[src/rtl/gcd_operand_sequencer_if.sv]
// Bundles the operand stream, the core load/control bus and the result stream
// of the GCD operand sequencer so they can be passed as a single port.
interface gcd_operand_sequencer_if #(
  parameter int W = 16
);
  logic         in_valid;
  logic         in_ready;
  logic [W-1:0] in_a;
  logic [W-1:0] in_b;
  logic [W-1:0] core_data;
  logic         core_start;
  logic         core_clr;
  logic         core_done;
  logic [W-1:0] core_result;
  logic         out_valid;
  logic         out_ready;
  logic [W-1:0] out_gcd;
  logic         out_err;
  logic         busy;

  // Environment side: producer of operands, the core itself, and the result consumer.
  modport master (
    output in_valid, in_a, in_b, core_done, core_result, out_ready,
    input  in_ready, core_data, core_start, core_clr, out_valid, out_gcd, out_err, busy
  );

  // Sequencer side.
  modport slave (
    input  in_valid, in_a, in_b, core_done, core_result, out_ready,
    output in_ready, core_data, core_start, core_clr, out_valid, out_gcd, out_err, busy
  );
endinterface

[src/rtl/gcd_operand_sequencer.sv]
// Feeds operand pairs to a subtractive GCD core over its shared load bus
// (A with start, then B), waits for done with a timeout, clears the core and
// returns the result on a valid/ready stream. Zero operands bypass the core,
// since the subtractive algorithm never terminates on them.
module gcd_operand_sequencer #(
  parameter int W       = 16,
  parameter int TIMEOUT = 1023,
  parameter int CW      = 10
) (
  input  logic                   clk,
  input  logic                   rst_n,
  gcd_operand_sequencer_if.slave bus
);

  localparam logic [2:0] S_IDLE   = 3'd0;
  localparam logic [2:0] S_LOAD_A = 3'd1;
  localparam logic [2:0] S_LOAD_B = 3'd2;
  localparam logic [2:0] S_WAIT   = 3'd3;
  localparam logic [2:0] S_CLEAR  = 3'd4;
  localparam logic [2:0] S_RESP   = 3'd5;

  localparam logic [CW-1:0] LAST_WAIT = CW'(TIMEOUT - 1);
  localparam logic [CW-1:0] CNT_MAX   = '1;

  logic [2:0]    r_state;
  logic [W-1:0]  r_a;
  logic [W-1:0]  r_b;
  logic [CW-1:0] r_cnt;
  logic [W-1:0]  r_gcd;
  logic          r_err;

  logic          w_accept;
  logic          w_zero;
  logic          w_timeout;
  logic [W-1:0]  w_core_data;

  assign w_accept  = bus.in_valid && (r_state == S_IDLE);
  assign w_zero    = (bus.in_a == '0) || (bus.in_b == '0);
  assign w_timeout = (r_cnt == LAST_WAIT);

  // Job sequencing: accept, bypass zeros, load A/B, wait with timeout, clear, respond.
  always_ff @(posedge clk or negedge rst_n) begin
    if (!rst_n) begin
      r_state <= S_IDLE;
      r_a     <= '0;
      r_b     <= '0;
      r_cnt   <= '0;
      r_gcd   <= '0;
      r_err   <= 1'b0;
    end else begin
      case (r_state)
        S_IDLE: begin
          if (w_accept) begin
            r_a <= bus.in_a;
            r_b <= bus.in_b;
            if (w_zero) begin
              r_gcd   <= bus.in_a | bus.in_b;
              r_err   <= 1'b0;
              r_state <= S_RESP;
            end else begin
              r_state <= S_LOAD_A;
            end
          end
        end
        S_LOAD_A: r_state <= S_LOAD_B;
        S_LOAD_B: begin
          r_cnt   <= '0;
          r_state <= S_WAIT;
        end
        S_WAIT: begin
          if (r_cnt != CNT_MAX) begin
            r_cnt <= r_cnt + 1'b1;
          end
          if (bus.core_done) begin
            r_gcd   <= bus.core_result;
            r_err   <= 1'b0;
            r_state <= S_CLEAR;
          end else if (w_timeout) begin
            r_gcd   <= '0;
            r_err   <= 1'b1;
            r_state <= S_CLEAR;
          end
        end
        S_CLEAR: r_state <= S_RESP;
        S_RESP: begin
          if (bus.out_ready) begin
            r_state <= S_IDLE;
          end
        end
        default: r_state <= S_IDLE;
      endcase
    end
  end

  // Load bus carries A during the start cycle, then B until the core is cleared.
  always_comb begin
    w_core_data = '0;
    case (r_state)
      S_LOAD_A:         w_core_data = r_a;
      S_LOAD_B, S_WAIT: w_core_data = r_b;
      default:          w_core_data = '0;
    endcase
  end

  assign bus.core_data  = w_core_data;
  assign bus.core_start = (r_state == S_LOAD_A);
  assign bus.core_clr   = (r_state == S_CLEAR);
  assign bus.in_ready   = (r_state == S_IDLE);
  assign bus.busy       = (r_state != S_IDLE);
  assign bus.out_valid  = (r_state == S_RESP);
  assign bus.out_gcd    = r_gcd;
  assign bus.out_err    = r_err;

endmodule

[src/flat_wrapper.sv]
// flat-port wrapper written by rule: the top's interface ports become plain ports
module gcd_operand_sequencer_flat 
#(
  parameter int W       = 16,
  parameter int TIMEOUT = 1023,
  parameter int CW      = 10
)
  (clk, rst_n, bus_in_valid, bus_in_a, bus_in_b, bus_core_done, bus_core_result, bus_out_ready, bus_in_ready, bus_core_data, bus_core_start, bus_core_clr, bus_out_valid, bus_out_gcd, bus_out_err, bus_busy);
  gcd_operand_sequencer_if #(.W(W)) bus_i ();
  input  logic clk;
  input  logic rst_n;
  input wire logic [$bits(bus_i.in_valid)-1:0] bus_in_valid;
  input wire logic [$bits(bus_i.in_a)-1:0] bus_in_a;
  input wire logic [$bits(bus_i.in_b)-1:0] bus_in_b;
  input wire logic [$bits(bus_i.core_done)-1:0] bus_core_done;
  input wire logic [$bits(bus_i.core_result)-1:0] bus_core_result;
  input wire logic [$bits(bus_i.out_ready)-1:0] bus_out_ready;
  output wire logic [$bits(bus_i.in_ready)-1:0] bus_in_ready;
  output wire logic [$bits(bus_i.core_data)-1:0] bus_core_data;
  output wire logic [$bits(bus_i.core_start)-1:0] bus_core_start;
  output wire logic [$bits(bus_i.core_clr)-1:0] bus_core_clr;
  output wire logic [$bits(bus_i.out_valid)-1:0] bus_out_valid;
  output wire logic [$bits(bus_i.out_gcd)-1:0] bus_out_gcd;
  output wire logic [$bits(bus_i.out_err)-1:0] bus_out_err;
  output wire logic [$bits(bus_i.busy)-1:0] bus_busy;
  assign bus_i.in_valid = bus_in_valid;
  assign bus_i.in_a = bus_in_a;
  assign bus_i.in_b = bus_in_b;
  assign bus_i.core_done = bus_core_done;
  assign bus_i.core_result = bus_core_result;
  assign bus_i.out_ready = bus_out_ready;
  assign bus_in_ready = bus_i.in_ready;
  assign bus_core_data = bus_i.core_data;
  assign bus_core_start = bus_i.core_start;
  assign bus_core_clr = bus_i.core_clr;
  assign bus_out_valid = bus_i.out_valid;
  assign bus_out_gcd = bus_i.out_gcd;
  assign bus_out_err = bus_i.out_err;
  assign bus_busy = bus_i.busy;
  gcd_operand_sequencer #(.W(W), .TIMEOUT(TIMEOUT), .CW(CW)) u_core (.clk(clk), .rst_n(rst_n), .bus(bus_i));
endmodule
[config.mk]
export PLATFORM = sky130hd
export DESIGN_NAME = gcd_operand_sequencer_flat
export DESIGN_NICKNAME = d
export VERILOG_FILES = /design/src/rtl/gcd_operand_sequencer_if.sv /design/src/rtl/gcd_operand_sequencer.sv /design/src/flat_wrapper.sv
export SDC_FILE = /design/constraint.sdc
export NUM_CORES = 1
export LEC_CHECK = 0
export ABC_AREA = 1
export ABC_CLOCK_PERIOD_IN_PS = 1890
export CORE_UTILIZATION = 30
export CTS_BUF_LIST = sky130_fd_sc_hd__clkbuf_8 sky130_fd_sc_hd__clkbuf_16
export CTS_CLUSTER_DIAMETER = 50
export CTS_CLUSTER_SIZE = 14
export DETAILED_ROUTE_END_ITERATION = 16
export PLACE_DENSITY = 0.57
export SLEW_MARGIN = 10
export SYNTH_ARGS = -nofsm -noshare
export SYNTH_HDL_FRONTEND = slang
export SYNTH_SLANG_ARGS = --single-unit
[constraint.sdc]
create_clock -name clk -period 1.89 [get_ports clk]
set_input_delay 0.2835 -clock clk [delete_from_list [all_inputs] [get_ports clk]]
set_output_delay 0.2835 -clock clk [all_outputs]
set_load 0.05 [all_outputs]
=== Word-level counts from Yosys, hierarchy flattened ===
Cells that the tools add are included.

* Flip-flop bits (word level): 62
* Bits of input ports: 53
* Output and inout bits: 38
* Word-level logic and storage cells: 52

* Add/subtract/negate cells: 1
* Equal/unequal tests: 12
* Muxes and demuxes: 19
* Bitwise gates (word level): 1
* Reductions and logical operators: 13

{| class="wikitable"
|+ Operators with widths
! operator !! number
|-
| $mux 16 || 4
|-
| $pmux 16 s2 || 2
|-
| $logic_not 16->1 || 2
|-
| $pmux 10 s2 || 1
|-
| $pmux 3 s6 || 1
|-
| $or 16x16->16 || 1
|-
| $mux 3 || 5
|-
| $add 10x1->10 const B || 1
|-
| $eq 10x10->1 const B || 1
|-
| $mux 10 || 1
|-
| $ne 10x10->1 const B || 1
|-
| $eq 3x2->1 const B || 2
|-
| $eq 3x3->1 const B || 2
|-
| $ne 2x1->1 const B || 3
|-
| $mux 1 || 4
|-
| $reduce_and 2->1 || 2
|-
| $reduce_and 4->1 || 1
|-
| $reduce_bool 2->1 || 2
|-
| $eq 3x1->1 const B || 1
|-
| $logic_not 3->1 || 1
|-
| $ne 3x2->1 const B || 1
|-
| $reduce_and 3->1 || 1
|-
| $reduce_bool 3->1 || 1
|-
| $ne 2x2->1 const B || 1
|-
| other kinds (4) || 4
|}

=== Depth between registers and ports, before layout ===
Gate-level depths: netlist (run 1).

* Word-level depth: 5
* Gate-level depth with buffers: 10
* Mapped depth without buffers: 10

=== Least setup slack after synthesis (run 1) ===
No wires, ideal clock.

* Path kind: flip-flop to output port
* Start point: reg u_core.r_state[1]
* End point: out bus_core_data[0]
* Arrival time: 1.771 ns
* Data required time: 1.607 ns
* Setup slack: -0.165 ns
* Stages on the path, launching flop included: 5
* Path buffers: 2
* Path through: dfrtp_1 > buf_4 > nor3_2 > buf_2 > a22o_1

* Elaborated cells on any way between the ends: 5
* Those cells by class: eq/ne: 3; mux: 1; reduce/logical: 1

{| class="wikitable"
|+ RTL lines
! item !! line !! text
|-
| from (decl) || gcd_operand_sequencer.sv:25 || <nowiki>logic [2:0] r_state;</nowiki>
|-
| from (signal assigned) || gcd_operand_sequencer.sv:44 || <nowiki>r_state <= S_IDLE;</nowiki>
|-
| from (signal assigned) || gcd_operand_sequencer.sv:59 || <nowiki>r_state <= S_RESP;</nowiki>
|-
| from (signal assigned) || gcd_operand_sequencer.sv:61 || <nowiki>r_state <= S_LOAD_A;</nowiki>
|-
| $eq 3x1->1 || n/a ||
|-
| named net bus_core_start || flat_wrapper.sv:20 || <nowiki>output wire logic [$bits(bus_i.core_start)-1:0] bus_core_start;</nowiki>
|-
| $pmux 16 s2 || gcd_operand_sequencer.sv:98 || <nowiki>case (r_state)</nowiki>
|-
| to (decl) || flat_wrapper.sv:19 || <nowiki>output wire logic [$bits(bus_i.core_data)-1:0] bus_core_data;</nowiki>
|}

The timed path passes the listed nets, and every way through them passes these cells.

=== Worst setup path in the final report (run 1) ===
* Start point: reg u_core.r_state[1]
* End point: out bus_core_data[7]

* Cells in the longest elaborated chain, start to end: 3
* Elaborated cells on any way between the ends: 5
* Those cells by class: eq/ne: 3; mux: 1; reduce/logical: 1

{| class="wikitable"
|+ Ends and longest elaborated chain
! item !! line
|-
| $eq 3x2->1 || gcd_operand_sequencer.sv:98
|-
| $reduce_or 2->1 || gcd_operand_sequencer.sv:98
|-
| $pmux 16 s2 (*) || gcd_operand_sequencer.sv:98
|}

Every way passes the cells marked *; elsewhere a longest branch is shown, timed or not.

==> flow_metrics.env, run 1 <==
export IMPL_status="complete, no violations"
export IMPL_fp_dieW_um=106
export IMPL_wl_um=9350
export IMPL_synth_warnings=0
export IMPL_multiInputGateArea_um2=1630
export IMPL_drc=0
export IMPL_endpoint_kind="primary output"
export IMPL_crit_chain="nor3_4, buf_12, a22o_1, buf_12"
export IMPL_rsz0062_at_grt="true"
export IMPL_setup_worst_path_class="reg -> out"
export IMPL_grt_max_degree=63
export IMPL_layout_nets=511
export IMPL_place_ws_ns=0.0697
export IMPL_final_cell_mix="86 x nand2_1, 68 x clkdlybuf4s50_1, 61 x dfrtp_1"
export IMPL_p_total_mw=9.69
export IMPL_holdWs_ns=0.473
export IMPL_avgRoutedWirePerCell_um=15.7
export IMPL_fin_cells=597
export IMPL_cts_root_buffer="clkbuf_8"
export IMPL_syn_area_um2=3260
export IMPL_ys_ff_latch=62
export IMPL_max_stage_delay_ns=0.44
export IMPL_final_util_pct=46.8
export IMPL_yosysSeqAreaShare_pct=47.7
export IMPL_synth_cells=358
export IMPL_arrival_ns=1.56
export IMPL_via_per_inst=4.88
export IMPL_drt_iter0_drc=147
export IMPL_die_height_um=106
export IMPL_synth_cell_type_count=33
export IMPL_fin_crit_ns=1.84
export IMPL_fp_row_count=37
export IMPL_htreeDepth=3
export IMPL_slowest_stage="dfrtp_2"
export IMPL_start_util_pct=31.3
export IMPL_die_area_um2=11300
export IMPL_fin_area_um2=4880
export IMPL_hold_class="reg -> reg"
export IMPL_setup_violations_final=0
export IMPL_n_antenna_cell=0
export IMPL_cp_start_kind="flip-flop"
export IMPL_tightest_slew_ns=0.505
export IMPL_p_leak_nw=2.08
export IMPL_pin_count=91
export IMPL_vias=2912
export IMPL_syn_to_final_growth_pct=49.8
export IMPL_final_common_cell="nand2_1"
export IMPL_grt_pass1_vias=2887
export IMPL_syn_avg_cell_area_um2=9.09
export IMPL_grt_pass1_wl_um=15000
export IMPL_fin_crit_sh_pct=97.4
export IMPL_finalHoldViolations=0
export IMPL_core_um2=10400
export IMPL_layout_drive_gt1_share_pct=23.2
export IMPL_placed_cell_area_um2=4560
export IMPL_clk_pin_slew_worst_paths_ns=0.07
export IMPL_synth_net_count=413
export IMPL_antenna_found_initial=0
export IMPL_io_buffer_count=90
export IMPL_dp_hpwl_um=6930
export IMPL_fill_cells=972
export IMPL_place_congestion=0.855
export IMPL_p_per_area_nw_per_um2=1990
export IMPL_cp_required_ns=1.61
export IMPL_cts_sinks=62
export IMPL_slew_violations=0
export IMPL_maxCapViolCount=0
export IMPL_grt_ovfl_total=0
export IMPL_regArea_um2=1550
export IMPL_clock_latency_ns=0.34
export IMPL_ir_drop_mv=0.934
export IMPL_fmax_mhz=543
export IMPL_cts_tree="done"
export IMPL_path_max_fanout=18
export IMPL_tns_ns=0
export IMPL_max_slew_margin_pct=66.2
export IMPL_clk_path_buf_depth=2
export IMPL_clock_skew_ns=0.00875
export IMPL_setup_slack_ns=0.0488
export IMPL_cpMostUsedCell="buf_12"
export IMPL_cts_buffers=9
export IMPL_track_usage_pct=17.6
export IMPL_ant_nets=0
export IMPL_dpl_cell_count=577
export IMPL_dr_pass1_iters=4
critical path: cells and delay by family (launching register included):
kind	cells	cell delay [ns]
compound gates	1	0.20
simple gates	1	0.22
flops	1	0.44
buf+inv	2	0.34
flip-flops by register name, indices dropped and copies added, names as in the netlist:
register and count:
u_core.bus.out_gcd 16, u_core.r_state 3, u_core.r_cnt 10, u_core.bus.out_err 1, u_core.r_a 16, u_core.r_b 16
area by class of cell:
type	instances	share of cell area, %
clock buffer	10	2.82
sequential	62	31.8
clock inverter	6	1.44
multi-input combinational	263	33.5
inverter	17	1.36
timing repair buffer	103	25.6
tap	136	3.49
report_power, final:
group / total, mW / switching, mW / internal, mW
clock network: 1.21 / 0.561 / 0.651
logic: 6.19 / 3.52 / 2.66
registers: 2.29 / 0.352 / 1.94
total: 9.69 / 4.43 / 5.25
final timing paths:
kind / from / to / slack (ns) / cells past startpoint
max in group asynchronous: rst_n / u_core.r_state[1] / 1.12 / 3
worst max register to register: u_core.r_cnt[0] / u_core.bus.out_gcd[7] / 0.17 / 9
worst min register to register: u_core.bus.out_gcd[10] / u_core.bus.out_gcd[10] / 0.47 / 2
worst min-delay path: u_core.bus.out_gcd[10] / u_core.bus.out_gcd[10] / 0.47 / 2
min in group asynchronous: rst_n / u_core.r_cnt[7] / 0.48 / 3
worst max-delay path: u_core.r_state[1] / bus_core_data[7] / 0.05 / 4
synthesized netlist by cell type, drive strengths merged:
cell type / number / share of area (%)
a21oi: 7 / 1.4
a22o: 16 / 4.3
buf: 10 / 2.0
clkbuf: 6 / 0.69
dfrtp: 62 / 48
ha: 2 / 0.77
inv: 17 / 2.0
mux2: 30 / 10
nand2: 91 / 11
nand3: 11 / 2.5
nand3b: 2 / 0.46
nand4: 18 / 3.5
nor2: 34 / 4.5
nor3: 3 / 0.61
nor4: 1 / 0.19
o21ai: 41 / 6.3
o21bai: 1 / 0.23
o22ai: 1 / 0.19
o31ai: 1 / 0.23
xnor2: 1 / 0.27
xor2: 3 / 0.81
kinds of logic (layout without fill, tap and decap cells):
logic type	Yosys count	in the layout	share of synthesized area [%]
buffers and inverters	33	136	4.69
multiplexers	30	30	10.4
AO/OA/AOI/OAI	67	67	12.7
XOR/XNOR	4	4	1.08
flip-flops	62	62	47.7
adder cells (fa/ha/maj)	2	2	0.769
AND/OR/NAND/NOR	160	160	22.8
metal layers:
layer / vias up / track usage (%) / share of wire (%)
met4: 0 / 7.14 / 1.7
met1: 1389 / 24.6 / 47
li1: 1427 / - / -
met2: 85 / 26.8 / 46
met3: 11 / 2.94 / 5.1
met5: - / 0 / 0
repair_timing:
action                                 CTS  global route
hold buffers                             1             0
endpoints found under the hold margin   62             0
setup buffers                            2             1
resized for setup                        7             6
setup endpoints to repair               16            23
(Power assumes the default switching activity.)
==> inputs of run 2 (changes only) <==
--- a/config.mk
+++ b/config.mk
@@ -13,6 +13,7 @@
 export CTS_CLUSTER_SIZE = 14
 export DETAILED_ROUTE_END_ITERATION = 16
 export PLACE_DENSITY = 0.57
+export SKIP_LAST_GASP = 1
 export SLEW_MARGIN = 10
 export SYNTH_ARGS = -nofsm -noshare
 export SYNTH_HDL_FRONTEND = slang
==> run 2 against run 1 <==
Against the previous run: setup slack better by 0.00070 ns; first-iteration DRC count is 12% lower; wire length is 0.17% higher; critical path type unchanged; power is 0.20% lower; sequential power hardly changed; sequential share of layout area is 0.082 points higher; core utilization is 0.12 points lower; final area is 0.26% lower; highest routed layer unchanged; largest cell class unchanged; final cell count stayed put.
==> flow_metrics.env, run 2 (same netlist as run 1, synthesis figures left out) <==
export IMPL_status="complete, no violations"
export IMPL_n_antenna_cell=0
export IMPL_max_slew_margin_pct=66.2
export IMPL_setup_worst_path_class="reg -> out"
export IMPL_io_buffer_count=90
export IMPL_slew_violations=0
export IMPL_cts_buffers=9
export IMPL_finalHoldViolations=0
export IMPL_track_usage_pct=17.6
export IMPL_clock_latency_ns=0.34
export IMPL_cts_root_buffer="clkbuf_8"
export IMPL_final_cell_mix="86 x nand2_1, 68 x clkdlybuf4s50_1, 61 x dfrtp_1"
export IMPL_antenna_found_initial=0
export IMPL_drt_iter0_drc=129
export IMPL_hold_class="in -> async"
export IMPL_clock_skew_ns=0.00875
export IMPL_internal_power_mw=5.24
export IMPL_ir_drop_mv=0.935
export IMPL_syn_to_final_growth_pct=49.4
export IMPL_r2r_cells=9
export IMPL_vias=2901
export IMPL_tightest_slew_ns=0.506
export IMPL_p_per_area_nw_per_um2=1990
export IMPL_clk_path_buf_depth=2
export IMPL_setup_worst_path_end="bus_core_data[7]"
export IMPL_grt_max_degree=63
export IMPL_switchingPower_mw=4.43
export IMPL_ant_nets=0
export IMPL_final_common_cell="nand2_1"
export IMPL_avgRoutedWirePerCell_um=15.7
export IMPL_setup_slack_ns=0.0495
export IMPL_clk_pin_slew_worst_paths_ns=0.07
export IMPL_cp_start_kind="flip-flop"
export IMPL_fmax_mhz=543
export IMPL_endpoint_kind="primary output"
export IMPL_setup_violations_final=0
export IMPL_dr_pass1_iters=4
export IMPL_arrival_ns=1.56
export IMPL_grt_ovfl_total=0
export IMPL_pin_count=91
export IMPL_fin_area_um2=4860
export IMPL_layout_nets=511
export IMPL_fp_dieW_um=106
export IMPL_htreeDepth=3
export IMPL_cts_tree="done"
export IMPL_p_leak_nw=2.08
export IMPL_clock_power_share_pct=12.5
export IMPL_cp_required_ns=1.61
export IMPL_r2r_start="u_core.r_state[1]"
export IMPL_start_util_pct=31.3
export IMPL_grt_pass1_wl_um=15000
export IMPL_fp_row_count=37
export IMPL_cts_sinks=62
export IMPL_combinationalPowerShare_pct=63.8
export IMPL_grt_pass1_vias=2887
export IMPL_worstReg2RegEnd="u_core.bus.out_gcd[11]"
export IMPL_rrSetupSlack_ns=0.15
export IMPL_rsz0062_at_grt="true"
export IMPL_die_height_um=106
export IMPL_placed_cell_area_um2=4560
export IMPL_layout_drive_gt1_share_pct=23.2
export IMPL_final_util_pct=46.7
export IMPL_drc=0
export IMPL_fin_crit_sh_pct=97.4
export IMPL_wl_um=9370
export IMPL_place_ws_ns=0.0697
export IMPL_die_area_um2=11300
export IMPL_critPathLaunch="u_core.r_state[1]"
export IMPL_maxCapViolCount=0
export IMPL_swShare_pct=45.8
export IMPL_via_per_inst=4.86
export IMPL_core_um2=10400
export IMPL_fin_crit_ns=1.84
export IMPL_dp_hpwl_um=6930
export IMPL_sequentialPowerShare_pct=23.7
export IMPL_path_max_fanout=18
export IMPL_place_congestion=0.855
-- run 2: cell count changes in the layout (fill, tap and decap cells not counted) --
cell,change
nand3_2,+1
nand3_4,-1
nand2_2,+1
nand2_4,-1
-- run 2: worst min-delay path by stage --
stage	cells past startpoint	slack [ns]	end
after floorplan	0	-0.01	u_core.bus.out_err
after CTS	3	0.48	u_core.r_a[12]
after global routing	2	0.51	u_core.bus.out_gcd[11]
final	3	0.47	u_core.r_cnt[8]
after global placement	2	0.33	u_core.r_cnt[8]
after detailed placement	2	0.33	u_core.r_cnt[8]
-- run 2: cell type report --
| class | count | area, µm² |
|---|---|---|
| Inverter | 17 | 66.3 |
| Timing Repair Buffer | 103 | 1250 |
| Sequential cell | 62 | 1550 |
| Fill cell | 974 | 5550 |
| Clock inverter | 6 | 70.1 |
| Multi-Input combinational cell | 263 | 1620 |
| Tap cell | 136 | 170 |
| Clock buffer | 10 | 138 |
-- run 2: power by group through the flow --
stage                     Sequential [mW]  Clock [mW]  Combinational [mW]
final                                2.29        1.21                6.17
after floorplan                      2.85           0                3.02
after global placement               2.30           0                5.94
after CTS                            2.29        1.24                6.18
after global routing                 2.37        1.32                6.55
after detailed placement             2.32           0                6.01
-- run 2: timing repair --
item                                    in CTS  in global routing
hold buffers                                 1                  0
setup buffers                                2                  1
endpoints found under the hold margin       62                  0
cloned                                       0                  0
endpoints found under the setup margin      16                 23
gates resized for setup                      7                  4
-- run 2: routing by layer --
metal	track usage, %	wire (µm)	part of all wire [%]	up-vias
li1	-	-	-	1427
met1	24.6	4370	47	1388
met2	26.8	4340	46	75
met3	2.94	500	5.3	11
met4	7.14	158	1.7	0
met5	0	0	0	-
-- run 2: through the flow --
stage	setup TNS, ns	std cells	hold slack [ns]	total power, mW
after floorplan	0	358	-0.0121	5.87
after global placement	0	577	0.325	8.24
after detailed placement	0	577	0.326	8.33
after CTS	0	596	0.479	9.71
after global routing	-0.0889	597	0.506	10.2
final	0	597	0.469	9.67
-- run 2: worst max-delay path, stage by stage (launching register included) --
cell     delay [ns]
dfrtp_2        0.44
nor3_4         0.22
buf_12         0.19
a22o_1         0.20
buf_12         0.15
